### src/rtl/matmul_multi_engine_ctrl.sv
// APB control/status block that sequences a bank of independent matmul engines.
// Each engine has its own base addresses, masks, strides, start/done handshake,
// a saturating run-cycle counter and a contribution to the shared interrupt.
module matmul_multi_engine_ctrl #(
  parameter int NUM_ENGINES       = 2,
  parameter int AWIDTH            = 11,
  parameter int MASK_WIDTH        = 8,
  parameter int ADDR_STRIDE_WIDTH = 8,
  parameter int MAT_MUL_SIZE      = 8,
  parameter int REG_ADDRWIDTH     = 8,
  parameter int REG_DATAWIDTH     = 32
) (
  input  logic                                   clk,
  input  logic                                   resetn,
  input  logic [REG_ADDRWIDTH-1:0]               PADDR,
  input  logic                                   PSEL,
  input  logic                                   PENABLE,
  input  logic                                   PWRITE,
  input  logic [REG_DATAWIDTH-1:0]               PWDATA,
  output logic [REG_DATAWIDTH-1:0]               PRDATA,
  output logic                                   PREADY,
  output logic                                   PSLVERR,
  output logic [NUM_ENGINES-1:0]                 start_mat_mul,
  input  logic [NUM_ENGINES-1:0]                 done_mat_mul,
  output logic [NUM_ENGINES*AWIDTH-1:0]          address_mat_a,
  output logic [NUM_ENGINES*AWIDTH-1:0]          address_mat_b,
  output logic [NUM_ENGINES*AWIDTH-1:0]          address_mat_c,
  output logic [NUM_ENGINES*MASK_WIDTH-1:0]      validity_mask_a_rows,
  output logic [NUM_ENGINES*MASK_WIDTH-1:0]      validity_mask_a_cols_b_rows,
  output logic [NUM_ENGINES*MASK_WIDTH-1:0]      validity_mask_b_cols,
  output logic [NUM_ENGINES*ADDR_STRIDE_WIDTH-1:0] address_stride_a,
  output logic [NUM_ENGINES*ADDR_STRIDE_WIDTH-1:0] address_stride_b,
  output logic [NUM_ENGINES*ADDR_STRIDE_WIDTH-1:0] address_stride_c,
  output logic                                   irq
);

  typedef enum logic [1:0] {APB_IDLE, APB_ACCESS, APB_RESP} apb_state_t;
  typedef enum logic [1:0] {ENG_IDLE, ENG_ARM, ENG_RUN, ENG_DONE} eng_state_t;

  apb_state_t               apb_state;
  eng_state_t               eng_state [NUM_ENGINES];
  logic [31:0]              cycle_count [NUM_ENGINES];
  logic [NUM_ENGINES-1:0]   done_flags;
  logic [NUM_ENGINES-1:0]   irq_en;
  logic [NUM_ENGINES-1:0]   busy;

  logic [REG_DATAWIDTH-1:0] rd_data;
  logic                     acc_err;
  logic [NUM_ENGINES-1:0]   start_req;
  logic [NUM_ENGINES-1:0]   clear_req;
  logic [NUM_ENGINES-1:0]   eng_sel;
  logic [2:0]               blk;
  logic [4:0]               off;
  logic                     addr_ok;
  logic                     commit;
  logic                     wr_commit;
  logic                     unused_pwdata;

  // Upper write-data bits have no register behind them.
  assign unused_pwdata = ^PWDATA;

  assign commit    = (apb_state == APB_ACCESS) && PSEL && PENABLE;
  assign wr_commit = commit && PWRITE;

  // An engine counts as busy from the moment it is armed until done is seen.
  always_comb begin
    busy = '0;
    for (int e = 0; e < NUM_ENGINES; e++)
      busy[e] = (eng_state[e] == ENG_ARM) || (eng_state[e] == ENG_RUN);
  end

  // Address decode: read mux, error detection and per-engine request vectors.
  always_comb begin
    rd_data   = '0;
    acc_err   = 1'b0;
    start_req = '0;
    clear_req = '0;
    eng_sel   = '0;
    blk       = PADDR[7:5];
    off       = PADDR[4:0];
    addr_ok   = ((PADDR >> 8) == '0) && (PADDR[1:0] == 2'b00);
    if (!addr_ok) begin
      acc_err = 1'b1;
    end else if (blk == 3'd0) begin
      case (off)
        5'h00: begin
          rd_data[NUM_ENGINES-1:0]  = busy;
          rd_data[16 +: NUM_ENGINES] = done_flags;
          if (PWRITE) begin
            clear_req = PWDATA[16 +: NUM_ENGINES];
            for (int e = 0; e < NUM_ENGINES; e++) begin
              if (PWDATA[e] && !PWDATA[16+e]) begin
                if (eng_state[e] == ENG_IDLE) start_req[e] = 1'b1;
                else                          acc_err      = 1'b1;
              end
            end
          end
        end
        5'h04:   rd_data[NUM_ENGINES-1:0] = irq_en;
        default: acc_err = 1'b1;
      endcase
    end else begin
      acc_err = 1'b1;
      for (int e = 0; e < NUM_ENGINES; e++) begin
        if (blk == 3'(e + 1)) begin
          acc_err    = 1'b0;
          eng_sel[e] = 1'b1;
          case (off)
            5'h00: rd_data[AWIDTH-1:0] = address_mat_a[e*AWIDTH +: AWIDTH];
            5'h04: rd_data[AWIDTH-1:0] = address_mat_b[e*AWIDTH +: AWIDTH];
            5'h08: rd_data[AWIDTH-1:0] = address_mat_c[e*AWIDTH +: AWIDTH];
            5'h0C: begin
              rd_data[0  +: MASK_WIDTH] = validity_mask_a_rows[e*MASK_WIDTH +: MASK_WIDTH];
              rd_data[8  +: MASK_WIDTH] = validity_mask_a_cols_b_rows[e*MASK_WIDTH +: MASK_WIDTH];
              rd_data[16 +: MASK_WIDTH] = validity_mask_b_cols[e*MASK_WIDTH +: MASK_WIDTH];
            end
            5'h10: begin
              rd_data[0  +: ADDR_STRIDE_WIDTH] = address_stride_a[e*ADDR_STRIDE_WIDTH +: ADDR_STRIDE_WIDTH];
              rd_data[8  +: ADDR_STRIDE_WIDTH] = address_stride_b[e*ADDR_STRIDE_WIDTH +: ADDR_STRIDE_WIDTH];
              rd_data[16 +: ADDR_STRIDE_WIDTH] = address_stride_c[e*ADDR_STRIDE_WIDTH +: ADDR_STRIDE_WIDTH];
            end
            5'h14: begin
              rd_data = REG_DATAWIDTH'(cycle_count[e]);
              if (PWRITE) acc_err = 1'b1;
            end
            default: acc_err = 1'b1;
          endcase
          if (PWRITE && busy[e] && (off <= 5'h10)) acc_err = 1'b1;
        end
      end
    end
  end

  // APB slave FSM: one wait state, response registered for exactly one cycle.
  always_ff @(posedge clk or negedge resetn) begin
    if (!resetn) begin
      apb_state <= APB_IDLE;
      PREADY    <= 1'b0;
      PRDATA    <= '0;
      PSLVERR   <= 1'b0;
    end else begin
      case (apb_state)
        APB_IDLE: begin
          PREADY  <= 1'b0;
          PRDATA  <= '0;
          PSLVERR <= 1'b0;
          if (PSEL && !PENABLE) apb_state <= APB_ACCESS;
        end
        APB_ACCESS: begin
          if (PSEL && PENABLE) begin
            apb_state <= APB_RESP;
            PREADY    <= 1'b1;
            PRDATA    <= PWRITE ? '0 : rd_data;
            PSLVERR   <= acc_err;
          end else if (!PSEL) begin
            apb_state <= APB_IDLE;
          end
        end
        APB_RESP: begin
          apb_state <= APB_IDLE;
          PREADY    <= 1'b0;
          PRDATA    <= '0;
          PSLVERR   <= 1'b0;
        end
        default: apb_state <= APB_IDLE;
      endcase
    end
  end

  // Configuration registers; a rejected write leaves everything untouched.
  always_ff @(posedge clk or negedge resetn) begin
    if (!resetn) begin
      irq_en                      <= '0;
      address_mat_a               <= '0;
      address_mat_b               <= '0;
      address_mat_c               <= '0;
      validity_mask_a_rows        <= '1;
      validity_mask_a_cols_b_rows <= '1;
      validity_mask_b_cols        <= '1;
      address_stride_a            <= {NUM_ENGINES{ADDR_STRIDE_WIDTH'(MAT_MUL_SIZE)}};
      address_stride_b            <= {NUM_ENGINES{ADDR_STRIDE_WIDTH'(MAT_MUL_SIZE)}};
      address_stride_c            <= {NUM_ENGINES{ADDR_STRIDE_WIDTH'(MAT_MUL_SIZE)}};
    end else if (wr_commit && !acc_err) begin
      if ((blk == 3'd0) && (off == 5'h04)) irq_en <= PWDATA[NUM_ENGINES-1:0];
      for (int e = 0; e < NUM_ENGINES; e++) begin
        if (eng_sel[e]) begin
          case (off)
            5'h00: address_mat_a[e*AWIDTH +: AWIDTH] <= PWDATA[AWIDTH-1:0];
            5'h04: address_mat_b[e*AWIDTH +: AWIDTH] <= PWDATA[AWIDTH-1:0];
            5'h08: address_mat_c[e*AWIDTH +: AWIDTH] <= PWDATA[AWIDTH-1:0];
            5'h0C: begin
              validity_mask_a_rows[e*MASK_WIDTH +: MASK_WIDTH]        <= PWDATA[0  +: MASK_WIDTH];
              validity_mask_a_cols_b_rows[e*MASK_WIDTH +: MASK_WIDTH] <= PWDATA[8  +: MASK_WIDTH];
              validity_mask_b_cols[e*MASK_WIDTH +: MASK_WIDTH]        <= PWDATA[16 +: MASK_WIDTH];
            end
            5'h10: begin
              address_stride_a[e*ADDR_STRIDE_WIDTH +: ADDR_STRIDE_WIDTH] <= PWDATA[0  +: ADDR_STRIDE_WIDTH];
              address_stride_b[e*ADDR_STRIDE_WIDTH +: ADDR_STRIDE_WIDTH] <= PWDATA[8  +: ADDR_STRIDE_WIDTH];
              address_stride_c[e*ADDR_STRIDE_WIDTH +: ADDR_STRIDE_WIDTH] <= PWDATA[16 +: ADDR_STRIDE_WIDTH];
            end
            default: ;
          endcase
        end
      end
    end
  end

  // Per-engine sequencer: arm, run with a saturating counter, hold until cleared.
  always_ff @(posedge clk or negedge resetn) begin
    if (!resetn) begin
      start_mat_mul <= '0;
      done_flags    <= '0;
      for (int e = 0; e < NUM_ENGINES; e++) begin
        eng_state[e]   <= ENG_IDLE;
        cycle_count[e] <= '0;
      end
    end else begin
      for (int e = 0; e < NUM_ENGINES; e++) begin
        case (eng_state[e])
          ENG_IDLE: if (wr_commit && start_req[e]) eng_state[e] <= ENG_ARM;
          ENG_ARM: begin
            start_mat_mul[e] <= 1'b1;
            cycle_count[e]   <= '0;
            eng_state[e]     <= ENG_RUN;
          end
          ENG_RUN: begin
            if (cycle_count[e] != 32'hFFFF_FFFF) cycle_count[e] <= cycle_count[e] + 32'd1;
            if (done_mat_mul[e]) begin
              start_mat_mul[e] <= 1'b0;
              done_flags[e]    <= 1'b1;
              eng_state[e]     <= ENG_DONE;
            end
          end
          ENG_DONE: begin
            if (wr_commit && clear_req[e]) begin
              done_flags[e] <= 1'b0;
              eng_state[e]  <= ENG_IDLE;
            end
          end
          default: eng_state[e] <= ENG_IDLE;
        endcase
      end
    end
  end

  // Interrupt is a registered OR of enabled done flags.
  always_ff @(posedge clk or negedge resetn) begin
    if (!resetn) irq <= 1'b0;
    else         irq <= |(done_flags & irq_en);
  end

endmodule

### config.mk
export PLATFORM = sky130hd
export DESIGN_NAME = matmul_multi_engine_ctrl
export DESIGN_NICKNAME = d
export VERILOG_FILES = /design/src/rtl/matmul_multi_engine_ctrl.sv
export SDC_FILE = /design/constraint.sdc
export NUM_CORES = 1
export LEC_CHECK = 0
export ABC_AREA = 1
export ABC_CLOCK_PERIOD_IN_PS = 5900
export BUFFER_PORTS_ARGS = -buffer_cell sky130_fd_sc_hd__buf_2
export CAP_MARGIN = 20
export CORE_ASPECT_RATIO = 1.75
export CORE_UTILIZATION = 50
export DETAILED_ROUTE_END_ITERATION = 8
export HOLD_SLACK_MARGIN = 0.15
export PLACE_DENSITY = 0.75
export RECOVER_POWER = 50
export SETUP_SLACK_MARGIN = 0.3
export SYNTH_ARGS = -nofsm -noshare
export SYNTH_HDL_FRONTEND = slang
export SYNTH_SLANG_ARGS = --single-unit
### constraint.sdc
create_clock -name clk -period 5.9 [get_ports clk]
set_input_delay 0.295 -clock clk [delete_from_list [all_inputs] [get_ports clk]]
set_output_delay 0.295 -clock clk [all_outputs]
set_load 0.01 [all_outputs]
== After elaboration in Yosys (flattened, before gate mapping) ==
Cells that the tools add are included.

* $add $sub $neg: 2
* Order comparisons: 1
* Equal/unequal tests: 28
* Muxes and demuxes: 78
* Bitwise logic cells: 1
* Reduce and logical (&&, ||, !) cells: 58

{| class="wikitable"
|+ Operators by type and width
! operator !! number
|-
| two-way mux 32 bit || 7
|-
| case mux 32 bit (2 select lines) || 3
|-
| case mux 11 bit (6 select lines) || 2
|-
| case mux 13 bit (3 select lines) || 2
|-
| adder 32 x 1 -> 32 bit, second input constant || 2
|-
| != test 32 bit, second input constant || 2
|-
| two-way mux 2 bit || 22
|-
| AND reduction 3 bit || 14
|-
| two-way mux 14 bit || 2
|-
| two-way mux 1 bit || 26
|-
| logical AND 1 bit || 17
|-
| two-way mux 8 bit || 2
|-
| case mux 1 bit (2 select lines) || 8
|-
| case mux 2 bit (4 select lines) || 2
|-
| AND reduction 2 bit || 7
|-
| equality test 2 bit, second input constant || 5
|-
| equality test 5 x 4 -> 1 bit, second input constant || 2
|-
| equality test 5 bit, second input constant || 2
|-
| != test 2 x 1 -> 1 bit, second input constant || 5
|-
| != test 2 bit, second input constant || 5
|-
| nonzero test 2 bit || 5
|-
| zero test 2 bit || 4
|-
| case mux 2 bit (2 select lines) || 2
|-
| equality test 2 x 1 -> 1 bit, second input constant || 3
|-
| other kinds (12) || 17
|}

* Flip-flop bits (word level): 273
* Input bits: 47
* Output and inout port bits: 199
* Word-level logic and storage cells: 200

== Depth between registers and ports, before layout ==
Gate-level depths: netlist (run 1).

* Word-level depth: 12
* Mapped depth: 14
* Gate-level depth less buffers: 12

== Least setup slack after synthesis (run 1) ==
No wires, ideal clock.

* Path type: register -> register
* Start: reg eng_state[0] (netlist name)
* End: reg address_stride_a[0]
* Setup time: 0.117 ns
* Data arrival time: 1.728 ns
* Required time: 5.783 ns
* Slack: 4.056 ns
* Stages on the path, launching flop included: 15
* Buffers on the path: 2
* Period minus slack after synthesis: 1.844 ns
* Cell sequence: dfrtp_1 inv_1 ha_1 nand4_1 nand2_1 nand2_1 nand2_1 nand2_1 nand2_1 a21oi_2 buf_4 nand2_2 buf_4 nand2_1 nand2_1

* Longest elaborated chain between the ends: 11
* Elaborated cells between the ends (all ways): 17
* Classes of those cells: eq/ne (2); mux (8); reduce/logical (7)

{| class="wikitable"
|+ Ends and longest elaborated chain
! item !! RTL line !! RTL
|-
| start: declaration || 41 || <nowiki>eng_state_t eng_state [NUM_ENGINES];</nowiki>
|-
| start signal: indexed assignment || 214 || <nowiki>eng_state[e] <= ENG_IDLE;</nowiki>
|-
| start signal: indexed assignment || 220 || <nowiki>ENG_IDLE: if (wr_commit && start_req[e]) eng_state[e] <= ENG_ARM;</nowiki>
|-
| start signal: indexed assignment || 224 || <nowiki>eng_state[e] <= ENG_RUN;</nowiki>
|-
| parallel branches: the longest is 6 deep, another holds zero test 2 bit || -- ||
|-
| two-way mux 1 bit * || 84 || <nowiki>end else if (blk == 3'd0) begin</nowiki>
|-
| two-way mux 1 bit * || 82 || <nowiki>if (!addr_ok) begin</nowiki>
|-
| zero test 1 bit * || 183 || <nowiki>end else if (wr_commit && !acc_err) begin</nowiki>
|-
| logical AND 1 bit * || 183 ||
|-
| AND reduction 3 bit (no source line) * || -- ||
|-
| end signal: assignment || 180 || <nowiki>address_stride_a <= {NUM_ENGINES{ADDR_STRIDE_WIDTH'(MAT_MUL_SIZE)}};</nowiki>
|-
| end signal: indexed assignment || 197 || <nowiki>address_stride_a[e*ADDR_STRIDE_WIDTH +: ADDR_STRIDE_WIDTH] <= PWDATA[0 +: ADDR_STRIDE_WIDTH];</nowiki>
|-
| end: declaration || 31 || <nowiki>output logic [NUM_ENGINES*ADDR_STRIDE_WIDTH-1:0] address_stride_a,</nowiki>
|}

Mark *: on every way between the ends.
A chain may end at the register's enable or synchronous reset.

== Final worst setup path (run 1) ==
* Start: reg apb_state[1]
* End: reg address_stride_b[5]

* Longest elaborated chain between the ends: 6

{| class="wikitable"
|+ Ends and longest elaborated chain
! item !! RTL line !! RTL
|-
| start: declaration || 40 || <nowiki>apb_state_t apb_state;</nowiki>
|-
| start signal: assignment || 137 || <nowiki>apb_state <= APB_IDLE;</nowiki>
|-
| start signal: assignment || 147 || <nowiki>if (PSEL && !PENABLE) apb_state <= APB_ACCESS;</nowiki>
|-
| start signal: assignment || 151 || <nowiki>apb_state <= APB_RESP;</nowiki>
|-
| equality test 2 x 1 -> 1 bit || 62 || <nowiki>assign commit = (apb_state == APB_ACCESS) && PSEL && PENABLE;</nowiki>
|-
| logical AND 1 bit (2 in series) || 62 ||
|-
| logical AND 1 bit || 63 || <nowiki>assign wr_commit = commit && PWRITE;</nowiki>
|-
| logical AND 1 bit || 183 ||
|-
| AND reduction 3 bit (no source line) || -- ||
|-
| end signal: assignment || 181 || <nowiki>address_stride_b <= {NUM_ENGINES{ADDR_STRIDE_WIDTH'(MAT_MUL_SIZE)}};</nowiki>
|-
| end signal: indexed assignment || 198 || <nowiki>address_stride_b[e*ADDR_STRIDE_WIDTH +: ADDR_STRIDE_WIDTH] <= PWDATA[8 +: ADDR_STRIDE_WIDTH];</nowiki>
|-
| end: declaration || 32 || <nowiki>output logic [NUM_ENGINES*ADDR_STRIDE_WIDTH-1:0] address_stride_b,</nowiki>
|}

No other way between the ends.

==> results_dict.tcl, run 1 <==
set metrics [dict create \
    die_x_microns 130.0 \
    layoutNonFillerInstCount 2445 \
    grt_max_degree 151 \
    fin_crit_sh 0.5788 \
    numPortBuffers 237 \
    synth.area.top_cells "dfrtp_1 (38%), nand2_1 (18%), dfstp_2 (9.9%)" \
    violations "max-capacitance violations, max-slew violations" \
    antenna_found_initial 0 \
    hold_class "primary input to flop" \
    worstPathRequired_ns 6.34 \
    overflow 0 \
    num_io_pins 246 \
    nets 2111 \
    synth_edf_count 0 \
    skew_ns 0.01299 \
    register_area_sq_mm 0.006899 \
    slew_viol_final 124 \
    min_period_ns 3.415 \
    yosysSeqAreaShare 0.4809 \
    ir_worst_vdd_uv 219.3 \
    maxSlewHeadroom -1.121 \
    fin_tns_setup_ns 0 \
    hold_ws_ns 0.1744 \
    ys_async_sr_fraction 1.000 \
    viasPerCell 5.989 \
    drive_gt1_frac 0.09459 \
    setup_viol 0 \
    total_leakage_power_uw 0.007869 \
    placed_cells 2367 \
    fill_cells 2640 \
    clkSlewWorstSetupHoldPaths_ns 0.06 \
    ys_ff_latch 273 \
    critical_path_class "flop to flop" \
    die_h_microns 226.1 \
    place_congestion 0.9423 \
    first_global_vias 14088 \
    cts_sinks 273 \
    cts_buffers 27 \
    rows 81 \
    final_cell_mix "nand2_1 (687), dfrtp_1 (219), clkbuf_1 (164)" \
    tritoncts "built" \
    vias 14642 \
    synth_top_cell_by_area "dfrtp_1" \
    final_common_cell "nand2_1" \
    tightest_slew_ns 3.182 \
    area_delta_synth_final_pct 16.36 \
    dr.pass1.iters 6 \
    grt_usage 0.3591 \
    dieArea_sq_mm 0.02940 \
    start_util 0.5110 \
    maxCapViolCount 1 \
    post_cts_buffers 0 \
    syn-mean-instance-area_sq_um 7.754 \
    synth_warnings 0 \
    synth_flop_cell "dfrtp_1" \
    root_buffer "clkbuf_16" \
    worst_setup_path_start_kind "flop" \
    core_area_sq_mm 0.02807 \
    diodes 0 \
    arrival_ns 3.86 \
    cp_max_fo 26 \
    grt_pass1_wl_microns 79260 \
    wl_microns 51870 \
    drtIter0Drc 1314 \
    syn_area_sq_mm 0.01435 \
    multi_input_area_sq_mm 0.006540 \
    synth_top_area_share 0.3820 \
    outcome "complete, but fails checks" \
    synth_cell_types 42 \
    h-tree-depth 1 \
    clk_latency_ns 0.56 \
    fmax_mhz 292.8 \
    clk_path_buf_depth 3 \
    syn_inst 1850 \
    dp_hpwl_microns 35630 \
    p_per_area_mw_per_mm2 269.2 \
    power_uw 4494 \
    drtAntennaViolNets 0 \
    syn_nets 1908 \
    drcViolationCount 0 \
    crit_path_end_kind "flop" \
    finalHoldViolCount 0 \
    wl_per_cell_microns 21.22 \
    rsz0062_at_grt "no" \
]
[flip-flops by register name, summed over array words and instances (netlist names), 2 cells and up]
name                         cells
cycle_count                     64
PRDATA                          32
address_mat_a                   22
address_mat_b                   22
address_mat_c                   22
address_stride_a                16
address_stride_b                16
address_stride_c                16
validity_mask_a_cols_b_rows     16
validity_mask_a_rows            16
validity_mask_b_cols            16
eng_state                        4
apb_state                        2
done_flags                       2
irq_en                           2
start_mat_mul                    2
[power breakdown]
part	internal [uW]	leakage [uW]	total [uW]	switching (uW)
registers	1920	0.00361	1970	47.7
logic	159	0.00381	693	534
clock network	1060	0.000452	1830	774
total	3140	0.00787	4490	1360
[cell usage after synthesis, types with 7 or more instances]
cell type,count
nand2_1,687
dfrtp_1,219
nand4_1,149
nand3_1,123
inv_1,102
nor2_1,72
o21ai_0,68
dfstp_2,54
a21oi_1,50
clkbuf_1,48
buf_2,45
nor3_1,42
o211ai_1,29
xor2_1,28
o22ai_1,24
buf_4,14
o21ai_1,14
ha_1,11
inv_2,7
nand2_2,7
o2111ai_1,7
[worst max-delay path, cell delays in order, from the launching register on]
cell and delay, ns:
dfrtp_1 0.37, inv_1 0.07, nand4_1 0.20, nor2_1 0.84, inv_1 0.18, a21oi_4 0.69
nand2_2 0.65, nand2_1 0.22, nand2_1 0.06
[area by class of cell]
cell class / count / area share
Clock buffer: 36 / 0.04430
Inverter: 109 / 0.02451
Sequential cell: 273 / 0.4133
Multi-Input combinational cell: 1354 / 0.3918
Clock inverter: 12 / 0.01049
Tap cell: 373 / 0.02796
Timing Repair Buffer: 288 / 0.08762
[what timing repair did]
action | 4_1_cts | 5_1_grt
hold endpoints to repair | 235 | 0
resized for setup | 0 | 0
hold buffers | 30 | 0
[path summary, 6_finish.rpt]
path / cells after the start / slack [ns] / from / to
setup / recovery: 8 / 2.48 / apb_state[1]$_DFFE_PN0P_ / address_stride_b[5]$_DFFE_PN0P_
hold / removal: 6 / 0.17 / PADDR[7] / PRDATA[1]$_DFFE_PN0P_
setup reg to reg: 8 / 2.48 / apb_state[1]$_DFFE_PN0P_ / address_stride_b[5]$_DFFE_PN0P_
hold reg to reg: 2 / 0.48 / address_stride_a[11]$_DFFE_PN1P_ / address_stride_a[11]$_DFFE_PN1P_
max in group asynchronous: 3 / 2.71 / resetn / address_mat_c[20]$_DFFE_PN0P_
min in group asynchronous: 2 / 1.25 / resetn / address_mat_a[3]$_DFFE_PN0P_
[through the flow]
step,setup slack [ns],util,area [sq um]
finish,2.485,0.5946,16690
floorplan,4.056,-,14350
global placement,2.597,0.5583,15670
CTS,2.498,0.6020,16900
detailed placement,2.509,0.5587,15690
global route,2.151,0.5946,16690
[per-layer routing]
metal	global-route usage	part of all wire
met5	0	0
met4	0.2911	0.085
met3	0.05212	0.079
met2	0.5777	0.48
met1	0.4219	0.35
[logic make-up (layout without fill, tap and decap cells)]
kind of cell | after synthesis | after routing | synth area share
AO/OA/AOI/OAI | 204 | 204 | 0.08304
multiplexers | 2 | 2 | 0.001570
AND/OR/NAND/NOR | 1107 | 1107 | 0.3401
adder cells (fa/ha/maj) | 11 | 11 | 0.009594
buffers and inverters | 223 | 445 | 0.06646
flip-flops | 273 | 273 | 0.4809
XOR/XNOR | 30 | 30 | 0.01832
Note: power is estimated with default switching activity, not from simulation.
==> run 2: changes to the inputs <==
Settings changed: ABC_CLOCK_PERIOD_IN_PS 5900 to 3200.
Clock period 5.9 ns to 3.2 ns, I/O delays scaled along.
==> results_dict.tcl, run 2 (synthesis gave the netlist of run 1 again) <==
set metrics [dict create \
    viasPerCell 5.990 \
    final_cell_mix "nand2_1 (687), dfrtp_1 (219), nand4_1 (149), clkbuf_1 (149), nand3_1 (123)" \
    nets 2134 \
    drive_gt1_frac 0.1293 \
    num_io_pins 246 \
    numPortBuffers 237 \
    fin_tns_setup_ns 0 \
    maxSlewHeadroom -0.1464 \
    arrival_ns 3.08 \
    r2r_slack_ns 0.56 \
    clk_path_buf_depth 3 \
    vias 14801 \
    hold_buffers 35 \
    wl_per_cell_microns 21.42 \
    rows 81 \
    tightest_slew_ns 1.720 \
    total_leakage_power_uw 0.008025 \
    regMostFlops "cycle_count" \
    ir_worst_vdd_uv 374.3 \
    final_common_cell "nand2_1" \
    maxCapViolCount 1 \
    fin_util 0.6016 \
    drtAntennaViolNets 0 \
    grt_usage 0.3655 \
    fin_area_sq_mm 0.01689 \
    clkSlewWorstSetupHoldPaths_ns 0.07 \
    tritoncts "built" \
    die_h_microns 226.1 \
    dr.pass1.iters 8 \
    finalHoldViolCount 0 \
    area_delta_synth_final_pct 17.72 \
    critical_path_class "flop to flop" \
    setup_viol 0 \
    placed_area_sq_mm 0.01584 \
    h-tree-depth 1 \
    hold_class "primary input to async pin" \
    grt_pass1_wl_microns 80750 \
    rsz0062_at_grt "no" \
    cts_buffers 27 \
    dp_hpwl_microns 37230 \
    drcViolationCount 0 \
    largestRegisters "cycle_count: 64 flops, PRDATA: 32 flops" \
    crit_path_end_kind "flop" \
    skew_ns 0.01486 \
    place_congestion 0.9484 \
    first_global_vias 14290 \
    hold_ws_ns 0.2331 \
    antenna_found_initial 2 \
    start_util 0.5110 \
    violations "max-capacitance violations, max-slew violations" \
    wl_microns 52930 \
    overflow 0 \
    outcome "complete, but fails checks" \
    core_area_sq_mm 0.02807 \
    slew_viol_final 33 \
    cts_sinks 273 \
    die_x_microns 130.0 \
    grt_max_degree 99 \
    worstPathRequired_ns 3.64 \
    worst_setup_path_start_kind "flop" \
    min_period_ns 2.642 \
    reg2regPathDepth 12 \
    cp_max_fo 11 \
    p_per_area_mw_per_mm2 493.8 \
    fmax_mhz 378.6 \
    largest_register_ffs 64 \
    root_buffer "clkbuf_16" \
    ctsResizeCount 0 \
    dieArea_sq_mm 0.02940 \
    drtIter0Drc 1281 \
    fin_crit_sh 0.8255 \
    post_cts_buffers 0 \
    clk_latency_ns 0.56 \
]
run 2: per-layer routing:
| metal | global-route usage | up-vias | share of wire |
|---|---|---|---|
| li1 | - | 6651 | - |
| met1 | 0.4210 | 7112 | 0.36 |
| met2 | 0.6030 | 812 | 0.49 |
| met3 | 0.06326 | 226 | 0.072 |
| met4 | 0.2678 | 0 | 0.085 |
| met5 | 0 | - | 0 |
run 2: stage by stage:
stage | power [uW] | setup WS, ns | std cells
finish | 8338 | 0.5584 | 2471
global route | 8592 | 0.4126 | 2471
CTS | 8316 | 0.6184 | 2469
detailed placement | 4991 | 0.6659 | 2385
global placement | 4956 | 0.7114 | 2385
floorplan | 4456 | 1.356 | 1850
run 2: worst max-delay path, cell delays in order, from the launching register on:
cell,delay [ns]
dfrtp_1,0.39
inv_1,0.11
ha_1,0.35
nand4_1,0.12
nand2_1,0.07
nand2_1,0.05
nand2_1,0.04
nand2_1,0.08
nand2_1,0.12
nand2_2,0.29
nand4_1,0.59
nand2_1,0.23
nand2_1,0.08
run 2: final timing paths:
check / from / end
worst max-delay path: eng_state[0]$_DFFE_PN0P_ / address_mat_c[15]$_DFFE_PN0P_
worst min-delay path: resetn / address_stride_a[4]$_DFFE_PN0P_
worst max register to register: eng_state[0]$_DFFE_PN0P_ / address_mat_c[15]$_DFFE_PN0P_
worst min register to register: validity_mask_a_rows[1]$_DFFE_PN1P_ / validity_mask_a_rows[1]$_DFFE_PN1P_
max in group asynchronous: resetn / address_stride_c[10]$_DFFE_PN0P_
min in group clk: PADDR[0] / validity_mask_a_cols_b_rows[1]$_DFFE_PN1P_
run 2: area by class of cell:
type	count	area, sq um
Fill cell	2646	11190
Timing Repair Buffer	311	1660
Sequential cell	273	6899
Clock buffer	33	738.2
Clock inverter	16	168.9
Tap cell	373	466.7
Antenna cell	2	5.005
Multi-Input combinational cell	1354	6540
Inverter	109	409.1
run 2: power by group:
| part | switching, uW | internal [uW] | leakage [uW] |
|---|---|---|---|
| clock network | 1450 | 1890 | 0.000460 |
| registers | 89.2 | 3550 | 0.00360 |
| logic | 1000 | 357 | 0.00397 |
